**config.mk**
```make
export PLATFORM = sky130hd
export DESIGN_NAME = instruction_queue_flat
export DESIGN_NICKNAME = d
export VERILOG_FILES = /design/src/rtl/instruction_queue_if.sv /design/src/rtl/instruction_queue.sv /design/src/flat_wrapper.sv
export SDC_FILE = /design/constraint.sdc
export NUM_CORES = 1
export LEC_CHECK = 0
export CORE_MARGIN = 1.5
export CORE_UTILIZATION = 56
export DETAILED_ROUTE_END_ITERATION = 7
export PLACE_DENSITY_LB_ADDON = 0.3
export SETUP_SLACK_MARGIN = 0.02
export SKIP_CTS_REPAIR_TIMING = 1
export SYNTH_ARGS = -nofsm -noshare
export SYNTH_HDL_FRONTEND = slang
export SYNTH_SLANG_ARGS = --single-unit
```
**constraint.sdc**
```tcl
create_clock -name clk -period 2.7 [get_ports clk]
set_clock_uncertainty 0.2 [all_clocks]
set_input_delay 0.54 -clock clk [delete_from_list [all_inputs] [get_ports clk]]
set_output_delay 0.54 -clock clk [all_outputs]
set_load 0.1 [all_outputs]
```
**src/rtl/instruction_queue_if.sv**
```systemverilog
// Fetch-to-decode instruction queue bus: push side, pop side, flush and occupancy.
// Latency: not applicable (signal bundle only).
// Backpressure: in_ready throttles fetch; out_valid/out_ready gate decode.
interface instruction_queue_if #(
  parameter int WIDTH = 16,
  parameter int DEPTH = 4
);
  localparam int CNT_W = $clog2(DEPTH + 1);

  logic             flush;
  logic             in_valid;
  logic             in_ready;
  logic [WIDTH-1:0] instruction_in;
  logic             out_valid;
  logic             out_ready;
  logic [WIDTH-1:0] instruction_out;
  logic [CNT_W-1:0] count;

  // Fetch/decode side that drives the queue.
  modport master (
    output flush,
    output in_valid,
    output instruction_in,
    output out_ready,
    input  in_ready,
    input  out_valid,
    input  instruction_out,
    input  count
  );

  // The queue itself.
  modport slave (
    input  flush,
    input  in_valid,
    input  instruction_in,
    input  out_ready,
    output in_ready,
    output out_valid,
    output instruction_out,
    output count
  );
endinterface

```
**src/rtl/instruction_queue.sv**
```systemverilog
// DEPTH-entry first-word-fall-through FIFO between instruction fetch and decode.
// Latency: 1 cycle from push into an empty queue to out_valid; no same-cycle bypass.
// Backpressure: in_ready drops when full (no full pass-through); flush discards everything.
module instruction_queue #(
  parameter int WIDTH = 16,
  parameter int DEPTH = 4
) (
  input logic                clk,
  input logic                reset,
  instruction_queue_if.slave bus
);
  localparam int CNT_W = $clog2(DEPTH + 1);
  localparam int PTR_W = $clog2(DEPTH);

  logic [WIDTH-1:0] mem [DEPTH];
  logic [PTR_W-1:0] wr_ptr;
  logic [PTR_W-1:0] rd_ptr;
  logic [CNT_W-1:0] count_q;
  logic             in_ready_w;
  logic             out_valid_w;
  logic             push;
  logic             pop;

  // Flags come straight from the occupancy count, so a pop while full only
  // re-opens in_ready on the following cycle.
  assign in_ready_w  = (count_q < CNT_W'(DEPTH));
  assign out_valid_w = (count_q != '0);

  // Flush wins over both handshakes in the same cycle.
  assign push = bus.in_valid && in_ready_w && !bus.flush;
  assign pop  = out_valid_w && bus.out_ready && !bus.flush;

  assign bus.in_ready        = in_ready_w;
  assign bus.out_valid       = out_valid_w;
  assign bus.instruction_out = out_valid_w ? mem[rd_ptr] : '0;
  assign bus.count           = count_q;

  // Storage write on accepted push; cleared only by reset, flush leaves stale data
  // that is masked by out_valid.
  always_ff @(posedge clk or negedge reset) begin
    if (!reset) begin
      for (int i = 0; i < DEPTH; i++) begin
        mem[i] <= '0;
      end
    end else if (push) begin
      mem[wr_ptr] <= bus.instruction_in;
    end
  end

  // Pointer and occupancy bookkeeping; power-of-two DEPTH makes the pointers
  // wrap naturally.
  always_ff @(posedge clk or negedge reset) begin
    if (!reset) begin
      wr_ptr  <= '0;
      rd_ptr  <= '0;
      count_q <= '0;
    end else if (bus.flush) begin
      wr_ptr  <= '0;
      rd_ptr  <= '0;
      count_q <= '0;
    end else begin
      if (push) begin
        wr_ptr <= wr_ptr + PTR_W'(1);
      end
      if (pop) begin
        rd_ptr <= rd_ptr + PTR_W'(1);
      end
      case ({push, pop})
        2'b10:   count_q <= count_q + CNT_W'(1);
        2'b01:   count_q <= count_q - CNT_W'(1);
        default: count_q <= count_q;
      endcase
    end
  end
endmodule

```
**src/flat_wrapper.sv**
```systemverilog
// flat-port wrapper written by rule: the top's interface ports become plain ports
module instruction_queue_flat 
#(
  parameter int WIDTH = 16,
  parameter int DEPTH = 4
)
  (clk, reset, bus_flush, bus_in_valid, bus_instruction_in, bus_out_ready, bus_in_ready, bus_out_valid, bus_instruction_out, bus_count);
  instruction_queue_if #(.WIDTH(WIDTH), .DEPTH(DEPTH)) bus_i ();
  input logic clk;
  input logic reset;
  input wire logic [$bits(bus_i.flush)-1:0] bus_flush;
  input wire logic [$bits(bus_i.in_valid)-1:0] bus_in_valid;
  input wire logic [$bits(bus_i.instruction_in)-1:0] bus_instruction_in;
  input wire logic [$bits(bus_i.out_ready)-1:0] bus_out_ready;
  output wire logic [$bits(bus_i.in_ready)-1:0] bus_in_ready;
  output wire logic [$bits(bus_i.out_valid)-1:0] bus_out_valid;
  output wire logic [$bits(bus_i.instruction_out)-1:0] bus_instruction_out;
  output wire logic [$bits(bus_i.count)-1:0] bus_count;
  assign bus_i.flush = bus_flush;
  assign bus_i.in_valid = bus_in_valid;
  assign bus_i.instruction_in = bus_instruction_in;
  assign bus_i.out_ready = bus_out_ready;
  assign bus_in_ready = bus_i.in_ready;
  assign bus_out_valid = bus_i.out_valid;
  assign bus_instruction_out = bus_i.instruction_out;
  assign bus_count = bus_i.count;
  instruction_queue #(.WIDTH(WIDTH), .DEPTH(DEPTH)) u_core (.clk(clk), .reset(reset), .bus(bus_i));
endmodule
```
==> qor.yml <==
status: "finished clean"
finalWorstSetupSlack_ps: 88.8
gp_congestion: 0.742
p_leak_nw: 2.01
fin_util: 0.717
grt_pass1_vias: 2199
grt_pass1_wl_mm: 11.3
critPathMaxStageDelay_ps: 570
vdd_drop_max_mv: 0.648
layoutNonFillerInstCount: 365
tightest_slew_ps: 369
netlist_area_um2: 3640
insertion_delay_ps: 340
final_nets: 309
die_w_um: 83.6
design_area_um2: 4530
setup-violations-final: 0
crit_chain: "buf_8 > mux4_1 > and2_1 > buf_12"
ys_types: 30
cts_sinks: 71
dp.cells: 349
critPathKind: "register to output port"
crit_path_end_kind: "output port"
detailed_place_hpwl_mm: 4.38
drc: 0
seq_area_frac_synth: 0.488
final_max_slew_viol_count: 0
vias_per_cell: 5.70
layout_common_cells: "dfrtp_1, mux2_4, mux2_2"
yosys_warnings: 0
num_rows: 29
crit_family: "multiplexers"
die-area_um2: 6990
hold_viol: 0
reg2regPathDepth: 7
final_common_cell: "dfrtp_1"
critical_path.startpoint_type: "register"
crit_buf_inv: 2
cts_root_buf: "clkbuf_8"
startpoint: "u_core.rd_ptr[0]$_DFFE_PN0P_"
first_pass_iters: 4
postRouteAntennaNets: 0
drive_gt1_frac: 0.486
dp_slack_ps: 99.8
crit_fanout: 11
area_growth_pct: 24.5
cp.depth: 4
nFillCells: 417
critPathRequiredTime_ps: 1960
hp-class: "input port to async pin"
timing.final.crit_share: 0.967
cts_tree: "done"
antenna_found_initial: 0
cts_max_level: 3
drt_iter0_drc: 148
slew_headroom: 0.754
power_density_nw_per_um2: 919
clk_pin_slew_ps: 80
totalWireLength_mm: 6.71
slowest_stage: "mux4_1"
postPlaceCellArea_um2: 4290
fin_setup_tns_ps: 0
arrival_ps: 1870
maxCapViolCount: 0
grt_max_degree: 72
cts_buffers: 9
timing.rr.end: "u_core.bus.count[2]$_DFFE_PN0P_"
io_pins: 42
io_buffers: 41
reg2reg_setup_slack_ps: 430
n_antenna_cell: 0
final.min_clock_period_ps: 2610
clockBufferDepth: 2
power_mw: 4.16
die-height_um: 83.6
crit_path_end: "bus_instruction_out[4]"
yosys_register_bits: 71
globalRouteTotalUtil: 0.211
post_drt_wl_per_cell_um: 18.4
r2r_start: "u_core.bus.count[2]$_DFFE_PN0P_"
initial_utilization: 0.576
syn-instance-count: 231
rsz0062_at_grt: "no"
core_area_um2: 6310
timing.hold.ws_ps: 10.1
vias: 2080
synthesis.nets: 257
overflow: 0
synth.avg_cell_area_um2: 15.7
fmax_mhz: 383
-- how the worst min path moves through the flow --
stage,startpoint,endpoint,slack (ps),cells after the start
after floorplan,reset,u_core.bus.count[0]$_DFFE_PN0P_,40,0
after global placement,u_core.mem[36]$_DFFE_PN0P_,u_core.mem[36]$_DFFE_PN0P_,280,1
after detailed placement,u_core.mem[53]$_DFFE_PN0P_,u_core.mem[53]$_DFFE_PN0P_,290,1
after CTS,reset,u_core.mem[21]$_DFFE_PN0P_,20,2
after global routing,reset,u_core.mem[56]$_DFFE_PN0P_,40,2
final,reset,u_core.mem[56]$_DFFE_PN0P_,10,2
-- Yosys cell counts --
library cell	count	area [um2]
clkbuf_1	1	3.75
xor2_1	2	17.5
nor2_1	7	26.3
o21ai_0	4	20.0
mux2_4	40	601
and2_1	20	125
dfrtp_1	71	1780
mux4_1	8	210
mux4_2	8	180
nand2_1	2	7.51
fa_1	1	20.0
a31oi_1	1	6.26
buf_2	6	30.0
nand2b_1	2	12.5
nand3b_1	1	7.51
nor2b_1	1	6.26
buf_12	5	100
a21oi_1	4	20.0
nor4_1	1	6.26
xnor2_1	2	17.5
nand3_1	2	10.0
nor3_1	1	5.00
a311oi_1	1	8.76
or3_1	1	6.26
inv_1	4	15.0
mux2_2	24	270
ha_1	4	50.1
nor3b_2	1	12.5
a221oi_1	1	8.76
buf_6	5	56.3
-- final cells by class --
type | count | area, um2 | area share
Sequential cell | 71 | 1780 | 0.393
Multi-Input combinational cell | 139 | 1680 | 0.371
Timing Repair Buffer | 58 | 726 | 0.160
Clock buffer | 11 | 151 | 0.0334
Tap cell | 77 | 96.3 | 0.0213
Clock inverter | 5 | 80.1 | 0.0177
Inverter | 4 | 15.0 | 0.00332
-- worst reg2reg max path, stage by stage (launching register included) --
cell,delay (ps)
dfrtp_2,470
or3_1,410
nand2_1,130
nor3_1,80
fa_1,420
nor4_1,280
a31oi_1,70
a21oi_1,150
-- sequential cells by signal, indices dropped and copies added (netlist names) --
register and cells:
u_core.wr_ptr 2, u_core.bus.count 3, u_core.rd_ptr 2, u_core.mem 64
-- metal layers --
| metal | vias up | wire, um | GRT usage |
|---|---|---|---|
| met2 | 54 | 3310 | 0.334 |
| met4 | 0 | 125 | 0.0820 |
| met5 | - | 0 | 0 |
| met1 | 1082 | 3010 | 0.285 |
| li1 | 932 | - | - |
| met3 | 12 | 268 | 0.0504 |
-- cell families (layout without fill, tap and decap cells) --
group | Yosys count | after routing | share of synthesized area
DFF | 71 | 71 | 0.488
and+or+nand+nor | 39 | 39 | 0.0619
AOI/OAI and AO/OA | 11 | 11 | 0.0175
adders and majority gates | 5 | 5 | 0.0193
xor gates and xnor gates | 4 | 4 | 0.00963
buffers and inverters | 21 | 78 | 0.0564
muxes | 80 | 80 | 0.347
-- report_power, final --
part / leakage (nW) / internal, mW / switching [mW]
Clock: 0.112 / 0.569 / 0.398
Combinational: 1.00 / 0.842 / 0.769
Sequential: 0.890 / 1.40 / 0.184
Total: 2.01 / 2.81 / 1.35
(Power assumes the default switching activity.)
